--- src/rtl/muldiv_seq.sv ---
`default_nettype none
// ============================================================================
// Module   : muldiv_seq
// Purpose  : Sequential multiplier/divider. Shift-add multiply (unsigned or
//            signed, R bits/cycle) and restoring unsigned divide (1 bit/cycle).
// Revision : 1.0 - initial release
// ============================================================================
module muldiv_seq #(
    parameter int N = 16,
    parameter int R = 1
) (
    input  logic         clk,
    input  logic         rst,
    input  logic         in_valid,
    output logic         in_ready,
    input  logic [1:0]   op,
    input  logic [N-1:0] in_a,
    input  logic [N-1:0] in_b,
    output logic         out_valid,
    input  logic         out_ready,
    output logic [N-1:0] out_hi,
    output logic [N-1:0] out_lo,
    output logic         err,
    output logic         busy
);

    localparam int c_cnt_w = $clog2(N + 1);

    localparam logic [1:0] c_st_idle = 2'd0;
    localparam logic [1:0] c_st_run  = 2'd1;
    localparam logic [1:0] c_st_done = 2'd2;

    localparam logic [1:0] c_op_mulu = 2'b00;
    localparam logic [1:0] c_op_muls = 2'b01;
    localparam logic [1:0] c_op_divu = 2'b10;

    localparam logic [c_cnt_w-1:0] c_cnt_one = c_cnt_w'(1);
    localparam logic [c_cnt_w-1:0] c_cnt_mul = c_cnt_w'(N / R);
    localparam logic [c_cnt_w-1:0] c_cnt_div = c_cnt_w'(N);

    logic [1:0]         r_state;
    logic [1:0]         w_next_state;
    logic [1:0]         r_op;
    logic [c_cnt_w-1:0] r_cnt;
    logic [2*N-1:0]     r_prod;
    logic [2*N-1:0]     r_mcand;
    logic [N:0]         r_mplier;
    logic               r_neg;
    logic [N-1:0]       r_out_hi;
    logic [N-1:0]       r_out_lo;
    logic               r_err;

    logic               w_accept;
    logic               w_last;
    logic               w_signed;
    logic [N:0]         w_sext_a;
    logic [N:0]         w_sext_b;
    logic [N:0]         w_mag_a;
    logic [N:0]         w_mag_b;
    logic [2*N-1:0]     w_partial;
    logic [2*N-1:0]     w_mul_sum;
    logic [2*N-1:0]     w_mul_res;
    logic [N-1:0]       w_rem;
    logic [N-1:0]       w_quo;
    logic [N+1:0]       w_trial;
    logic               w_ge;
    logic [2*N-1:0]     w_div_next;

    assign in_ready  = (r_state == c_st_idle);
    assign busy      = (r_state != c_st_idle);
    assign out_valid = (r_state == c_st_done);
    assign out_hi    = r_out_hi;
    assign out_lo    = r_out_lo;
    assign err       = r_err;

    assign w_accept = in_valid && (r_state == c_st_idle);
    assign w_last   = (r_state == c_st_run) && (r_cnt == c_cnt_one);

    // Magnitudes are N+1 bits so that -2^(N-1) is representable.
    assign w_signed = (op == c_op_muls);
    assign w_sext_a = {in_a[N-1], in_a};
    assign w_sext_b = {in_b[N-1], in_b};
    assign w_mag_a  = (w_signed && in_a[N-1]) ? (~w_sext_a + {{N{1'b0}}, 1'b1}) : {1'b0, in_a};
    assign w_mag_b  = (w_signed && in_b[N-1]) ? (~w_sext_b + {{N{1'b0}}, 1'b1}) : {1'b0, in_b};

    always_comb begin
        w_partial = '0;
        for (int j = 0; j < R; j++) begin
            if (r_mplier[j]) begin
                w_partial = w_partial + (r_mcand << j);
            end
        end
    end

    assign w_mul_sum = r_prod + w_partial;
    assign w_mul_res = r_neg ? (~w_mul_sum + {{(2*N-1){1'b0}}, 1'b1}) : w_mul_sum;

    // Restoring step: remainder in the high half, dividend/quotient in the low half.
    assign w_rem      = r_prod[2*N-1:N];
    assign w_quo      = r_prod[N-1:0];
    assign w_trial    = {1'b0, w_rem, w_quo[N-1]} - {2'b00, r_mcand[N-1:0]};
    assign w_ge       = (w_trial[N+1:N] == 2'b00);
    assign w_div_next = {(w_ge ? w_trial[N-1:0] : {w_rem[N-2:0], w_quo[N-1]}),
                         {w_quo[N-2:0], w_ge}};

    always_ff @(posedge clk) begin
        if (rst) begin
            r_state <= c_st_idle;
        end else begin
            r_state <= w_next_state;
        end
    end

    always_comb begin
        w_next_state = r_state;
        case (r_state)
            c_st_idle: if (in_valid)            w_next_state = c_st_run;
            c_st_run:  if (r_cnt == c_cnt_one)  w_next_state = c_st_done;
            c_st_done: if (out_ready)           w_next_state = c_st_idle;
            default:                            w_next_state = c_st_idle;
        endcase
    end

    always_ff @(posedge clk) begin
        if (rst) begin
            r_op     <= '0;
            r_cnt    <= '0;
            r_prod   <= '0;
            r_mcand  <= '0;
            r_mplier <= '0;
            r_neg    <= 1'b0;
            r_out_hi <= '0;
            r_out_lo <= '0;
            r_err    <= 1'b0;
        end else if (w_accept) begin
            r_op     <= op;
            r_prod   <= '0;
            r_mcand  <= '0;
            r_mplier <= '0;
            r_neg    <= 1'b0;
            case (op)
                c_op_mulu, c_op_muls: begin
                    r_cnt    <= c_cnt_mul;
                    r_mcand  <= {{(N-1){1'b0}}, w_mag_a};
                    r_mplier <= w_mag_b;
                    r_neg    <= w_signed && (in_a[N-1] ^ in_b[N-1]);
                end
                c_op_divu: begin
                    r_cnt   <= c_cnt_div;
                    r_prod  <= {{N{1'b0}}, in_a};
                    r_mcand <= {{N{1'b0}}, in_b};
                end
                default: r_cnt <= c_cnt_one;
            endcase
        end else if (r_state == c_st_run) begin
            r_cnt <= r_cnt - c_cnt_one;
            case (r_op)
                c_op_mulu, c_op_muls: begin
                    r_prod   <= w_mul_sum;
                    r_mcand  <= r_mcand << R;
                    r_mplier <= r_mplier >> R;
                end
                c_op_divu: r_prod <= w_div_next;
                default: ;
            endcase
            if (w_last) begin
                case (r_op)
                    c_op_mulu, c_op_muls: begin
                        {r_out_hi, r_out_lo} <= w_mul_res;
                        r_err                <= 1'b0;
                    end
                    // A zero divisor naturally yields all-ones quotient and remainder = dividend.
                    c_op_divu: begin
                        {r_out_hi, r_out_lo} <= w_div_next;
                        r_err                <= (r_mcand[N-1:0] == '0);
                    end
                    default: begin
                        r_out_hi <= '0;
                        r_out_lo <= '0;
                        r_err    <= 1'b1;
                    end
                endcase
            end
        end
    end

endmodule
`default_nettype wire
--- config.mk ---
export PLATFORM = sky130hd
export DESIGN_NAME = muldiv_seq
export DESIGN_NICKNAME = d
export VERILOG_FILES = /design/src/rtl/muldiv_seq.sv
export SDC_FILE = /design/constraint.sdc
export NUM_CORES = 1
export LEC_CHECK = 0
export BUFFER_PORTS_ARGS = -buffer_cell sky130_fd_sc_hd__buf_4
export CORE_UTILIZATION = 45
export CTS_BUF_LIST = sky130_fd_sc_hd__clkbuf_16
export DETAILED_ROUTE_END_ITERATION = 8
export GPL_TIMING_DRIVEN = 0
export MAX_ROUTING_LAYER = met4
export SLEW_MARGIN = 30
export SYNTH_ARGS = -nofsm -noshare
export SYNTH_HDL_FRONTEND = slang
export SYNTH_SLANG_ARGS = --single-unit
--- constraint.sdc ---
create_clock -name clk -period 3.57 [get_ports clk]
set_input_delay 0.5355 -clock clk [delete_from_list [all_inputs] [get_ports clk]]
set_output_delay 0.5355 -clock clk [all_outputs]
set_load 0.01 [all_outputs]
==> qor.txt, run 1 <==
status - finished with violations
failing checks - negative setup slack
Int Power - 3.10 mW
max cap viols - 0
family with the most delay on the worst path - compound AO/OA/AOI/OAI gates
RSZ-0062 raised after global routing - yes
final cell count without fillers - 1,883
Worst Hold End - r_state[1]
RR Endpoint - out_hi[4]
Boundary Pins - 74
area leader, netlist - dfxtp_1
startpoint types - flip-flop
Critical R2R Launch - r_mplier[0]
number of global-route vias before repair - 10,944
Worst EP required - 3.86 ns
clock root buffer - clkbuf_16
Arrival @ worst endpoint - 4.25 ns
pwr/cell area - 364 nW/um2
Switch Pwr - 1.78 mW
Setup Skew - 0.00851 ns
Crit. End Element - flip-flop
crit-path max FO - 6
worst path cell trace - and2_4 > ha_4 > fa_2 > a21o_1 > a221o_2 > a2111o_1 > a21o_1 > nand2_4 > nand4_4 > buf_4 > o41ai_4 > xnor2_1 > o221a_1 > nor3_2
crit path kind - reg -> reg
Post-layout nets - 1,677
WP buf/inv - 1
# rows - 55
first-pass GRT wire length - 63,500 um
clock-pin transition on the worst setup and hold timing paths - 0.06 ns
vias - 11,956
final wirelength - 42,500 um
LEAKAGE - 5.11 nW
drt first pass iters - 5
starting density of the core - 46.0%
crit path max-delay cell type - a2111o_1
synthesized area per cell - 7.20 um2
share of cells above drive strength 1 - 20.6%
Starting DRT DRC Count - 1,228
power share of the clock group - 36.0%
# port buffers - 69
GP Congestion - 0.986
Synth top area share - 23.8%
synth top area cells - dfxtp_1 24%, nand2_1 7.1%, ha_1 6.2%
total track usage - 35.9%
Max Slew Vio Count - 0
placed inst area - 11,300 um2
measured slew at the worst slew-check pin - 0.995 ns
proportion of power drawn by combinational gates - 31.5%
Final Instance Area - 13,400 um2
crit share post-route - 111%
Post-DP HPWL - 31,700 um
clk sink count - 124
Final Hold Viols - 0
fin crit period - 3.96 ns
Area growth, synth to finish - 28.1%
Cells after Synth - 1,451
CTS H-tree lvls - 4
asr flop ratio synth - 0%
Die Height - 154 um
drt via density - 6.35
Worst Hold Class - in -> reg
Final WS setup - -0.386 ns
Yosys cell types - 83
initial antenna violation count - 0
Final setup viols - 18
CTS tree - built
Longest Clk Path Bufs - 2
peak per-stage delay on the critical path - 0.55 ns
Synth warnings - 0
Die Footprint - 23,800 um2
top_reg_cell synth - dfxtp_1
drt wl/cell - 22.6 um
placed cells - 1,805
cell mode on critical path - a21o_1
Sw Share - 36.5%
Worst R2R Path Depth - 14
Synth Net Count - 1,543
fmax - 253 MHz
total CTS buffers - 17
grt ovf - 0
Post-synth EDFFs - 0
Hold Crit Start - out_ready
Pwr Total - 4.88 mW
Worst-Skew Late Latency - 0.43 ns
largest net degree at the start of global routing - 17
register area share after synthesis - 23.8%
antenna-violating nets left - 0
post-synthesis register bit count - 124
Worst IR Drop VDD - 0.000291 V
WHS Path Cells - 3
Core ar. - 22,700 um2
synthesized area - 10,400 um2
Reg power frac - 32.4%
n_diodes - 0
DRC violations left - 0
Slew HR - 33.7%
hold_buf cts - 0
die width - 154 um
Reg2Reg Setup Slack - -0.39 ns
power by group through the flow:
| stage | clock [mW] | sequential, mW | combinational, mW |
|---|---|---|---|
| CTS | 1.76 | 1.57 | 1.38 |
| floorplan | 0 | 1.58 | 0.857 |
| detailed placement | 0 | 1.60 | 1.25 |
| global route | 1.80 | 1.59 | 1.65 |
| finish | 1.76 | 1.58 | 1.54 |
| global placement | 0 | 1.60 | 1.25 |
flip-flops by register name, summed over array words and instances (netlist names):
register	count
out_hi	16
r_state	2
r_mplier	17
r_mcand	32
r_prod	32
r_op	2
r_neg	1
out_lo	16
r_cnt	5
err	1
cell usage in the layout, fill, tap and decap left out, types with 7 or more instances in the layout:
| cell type | count |
|---|---|
| o211ai_1 | 25 |
| clkbuf_16 | 17 |
| clkbuf_1 | 64 |
| dfxtp_1 | 120 |
| and2_1 | 37 |
| a22o_1 | 7 |
| o21ai_1 | 9 |
| a21o_1 | 23 |
| o21a_1 | 11 |
| buf_4 | 114 |
| a22oi_1 | 7 |
| a21oi_2 | 11 |
| xnor2_1 | 36 |
| nand3_1 | 16 |
| nand4_1 | 10 |
| and3_1 | 8 |
| ha_1 | 39 |
| nor4_1 | 12 |
| a31oi_1 | 9 |
| or3_1 | 15 |
| nor2_1 | 161 |
| buf_6 | 16 |
| mux2i_1 | 19 |
| buf_1 | 7 |
| nor3_1 | 34 |
| nand2_1 | 191 |
| a311oi_1 | 12 |
| xor2_1 | 33 |
| ha_2 | 8 |
| nand2b_1 | 13 |
| a211oi_2 | 16 |
| o21ai_0 | 82 |
| nor2b_1 | 10 |
| a21oi_1 | 101 |
| o31ai_1 | 11 |
| a211oi_1 | 41 |
| inv_1 | 38 |
worst max-delay path by stage:
stage	start	end	slack [ns]	cells past startpoint
after global placement	r_mplier[0]	out_hi[6]	-1.11	14
final	r_mplier[0]	out_hi[4]	-0.39	14
after global routing	r_mplier[0]	out_hi[10]	-0.46	15
after floorplan	r_mplier[0]	out_hi[8]	0.02	13
after CTS	r_mplier[0]	out_hi[4]	-0.26	13
after detailed placement	r_mplier[0]	out_hi[6]	-1.18	14
synth_stat cells, types with 25 or more instances:
cell	instances
xor2_1	36
nand2_1	197
o211ai_1	25
ha_1	52
o21ai_0	93
a21oi_1	113
dfxtp_1	124
xnor2_1	43
a211oi_1	57
nor2_1	163
and2_1	44
inv_1	39
clkbuf_1	82
nor3_1	41
logic make-up (layout without fill, tap and decap cells):
logic type	after synthesis	count (layout)	share of synthesized area (%)
xor+xnor	79	79	6.62
mux	21	21	2.04
fa+ha+maj	54	54	6.61
buf+inv	136	283	4.98
compound gates	471	471	30.5
flops	124	124	23.8
simple gates	566	566	25.4
per-stage QoR:
step	setup WS, ns	util (%)	TNS (ns)	hold WS, ns
after CTS	-0.258	56.0	-2.93	0.372
after global placement	-1.11	49.9	-24.91	0.446
after floorplan	0.0248	-	0	0.407
after detailed placement	-1.18	49.9	-26.37	0.451
final	-0.386	58.9	-4.57	0.368
after global routing	-0.460	58.9	-5.66	0.387
worst register-to-register path: cells and delay by family, from the launching register on:
family / cells / cell delay, ns
AO/OA/AOI/OAI: 6 / 2.08
adder cells (fa/ha/maj): 2 / 0.53
AND/OR/NAND/NOR: 4 / 0.48
flip-flops: 1 / 0.38
buffers and inverters: 1 / 0.19
XOR/XNOR: 1 / 0.16
per-layer routing:
metal  track usage, %  wire length [um]  vias up
met5                -                 0        -
met4             17.1              2160        0
met3             4.23              2630      112
met2             56.6             19400      532
met1             45.7             18300     5755
li1                 -                 -     5557
layout make-up:
class	count	area (um2)
plain buffers	84	382
clock buffers	17	425
clock inverters	15	150
fillers	2169	9320
inverters	40	150
multi-input cells	1191	8390
flip-flops and latches	124	2490
well taps	285	357
repair buffers	127	1040
timing repair:
item	CTS	global route
setup buffers	31	27
pin swaps	60	65
cloned	0	0
setup endpoints to repair	43	35
resized for setup	118	109
(Power assumes the default switching activity.)
==> run 2, diff against run 1 <==
--- a/config.mk
+++ b/config.mk
@@ -6,6 +6,7 @@
 export NUM_CORES = 1
 export LEC_CHECK = 0
 export BUFFER_PORTS_ARGS = -buffer_cell sky130_fd_sc_hd__buf_4
+export CORE_MARGIN = 2
 export CORE_UTILIZATION = 45
 export CTS_BUF_LIST = sky130_fd_sc_hd__clkbuf_16
 export DETAILED_ROUTE_END_ITERATION = 8
==> qor.txt, run 2 (same netlist as run 1, synthesis figures left out) <==
status - finished with violations
failing checks - negative setup slack
Die Footprint - 24,500 um2
Longest Clk Path Bufs - 2
Final Hold Viols - 0
worst path cell trace - and2_4 > ha_4 > fa_2 > a21o_4 > a221o_2 > a2111o_1 > a21o_1 > nand2_2 > nand4_4 > buf_4 > o41ai_4 > xnor2_1 > a211oi_2 > nor3_1
Core ar. - 22,700 um2
startpoint types - flip-flop
CTS H-tree lvls - 4
share of cells above drive strength 1 - 19.7%
final wirelength - 42,400 um
Worst IR Drop VDD - 0.000257 V
Boundary Pins - 74
drt via density - 6.29
Final setup viols - 18
most common cell after layout, fill and taps aside - nand2_1
total CTS buffers - 17
Setup Skew - 0.00944 ns
grt ovf - 0
Reg2Reg Setup Slack - -0.35 ns
WHS Path Cells - 3
pwr/cell area - 379 nW/um2
measured slew at the worst slew-check pin - 1.01 ns
hold_buf cts - 0
Arrival @ worst endpoint - 4.21 ns
antenna-violating nets left - 0
GP Congestion - 0.970
LEAKAGE - 5.12 nW
drt first pass iters - 6
peak per-stage delay on the critical path - 0.52 ns
DRC violations left - 0
Critical R2R Launch - r_mplier[0]
drt wl/cell - 22.5 um
most frequent cells in the layout - 192 x nand2_1, 162 x nor2_1, 120 x dfxtp_1, 109 x buf_4, 101 x a21oi_1
Post-DP HPWL - 31,800 um
die width - 156 um
fin crit period - 3.92 ns
Starting DRT DRC Count - 1,053
Worst Hold Class - in -> reg
Die Height - 156 um
worst slack, placed - -1.17 ns
fmax - 255 MHz
first-pass GRT wire length - 63,700 um
Area growth, synth to finish - 28.1%
# rows - 55
initial antenna violation count - 0
crit-path max FO - 6
Hold Crit Start - out_ready
Slew HR - 32.3%
number of global-route vias before repair - 11,220
Crit. End Element - flip-flop
starting density of the core - 46.0%
clk sink count - 124
max cap viols - 0
Worst-Skew Late Latency - 0.44 ns
Finished Core Util - 58.9%
Pwr Total - 5.07 mW
final cell count without fillers - 1,882
crit share post-route - 110%
RSZ-0062 raised after global routing - yes
Worst EP required - 3.86 ns
top flop regs - r_mcand: 32 flops, r_prod: 32 flops, r_mplier: 17 flops
placed cells - 1,805
crit path max-delay cell type - a2111o_1
n_diodes - 0
CTS tree - built
clock root buffer - clkbuf_16
Final WS setup - -0.351 ns
Post-layout nets - 1,676
clock-pin transition on the worst setup and hold timing paths - 0.06 ns
Worst R2R Path Depth - 14
Max Slew Vio Count - 0
vias - 11,838
crit path from - r_mplier[0]
largest net degree at the start of global routing - 17
# port buffers - 69
crit path kind - reg -> reg
total track usage - 35.2%
==> run 2: metal layers <==
layer | wire (um) | share of wire (%) | track usage (%) | up-vias
met3 | 3060 | 7.2 | 5.82 | 114
met1 | 18100 | 43 | 43.8 | 5615
met4 | 2100 | 5.0 | 16.3 | 0
met2 | 19200 | 45 | 56.1 | 554
li1 | - | - | - | 5555
met5 | 0 | 0 | - | -
==> run 2: worst paths after layout <==
| kind | end |
|---|---|
| max | out_hi[10] |
| min | r_state[1] |
| min reg2reg | r_mcand[29] |
| max reg2reg | out_hi[10] |
==> run 2: critical path, delay by kind of cell, from the launching register on <==
kind | cells | cell delay (ns)
adders and majority gates | 2 | 0.52
DFF | 1 | 0.38
buffers and inverters | 1 | 0.20
xor gates and xnor gates | 1 | 0.14
AOI/OAI and AO/OA | 6 | 1.99
and+or+nand+nor | 4 | 0.53
==> run 2: layout make-up <==
class                      instances  area, um2
buffer                            85        390
clock buffer                      17        425
clock inverter                    15        198
fill                            2119       9330
inverter                          40        150
multi-input combinational       1191       8360
sequential                       124       2490
tap                              285        357
timing repair buffer             125       1010
==> run 2: power by group <==
group	switching [mW]	internal, mW
Combinational	0.959	0.615
Clock	0.741	1.17
Sequential	0.101	1.48
==> run 2: per-stage QoR <==
| stage | setup TNS, ns | cell area, um2 | hold slack (ns) |
|---|---|---|---|
| 3_5_place_dp | -24.92 | 11300 | 0.455 |
| 3_3_place_gp | -23.77 | 11300 | 0.446 |
| 2_1_floorplan | 0 | 10400 | 0.407 |
| 6_report | -3.76 | 13400 | 0.367 |
| 4_1_cts | -2.93 | 12700 | 0.363 |
| 5_1_grt | -5.83 | 13400 | 0.383 |
==> run 2: timing repair <==
item                                   4_1_cts  5_1_grt
buffers inserted                            34       23
pin swaps                                   68       62
setup endpoints to repair                   43       38
endpoints found under the hold margin        0        0
resized for setup                          115      113
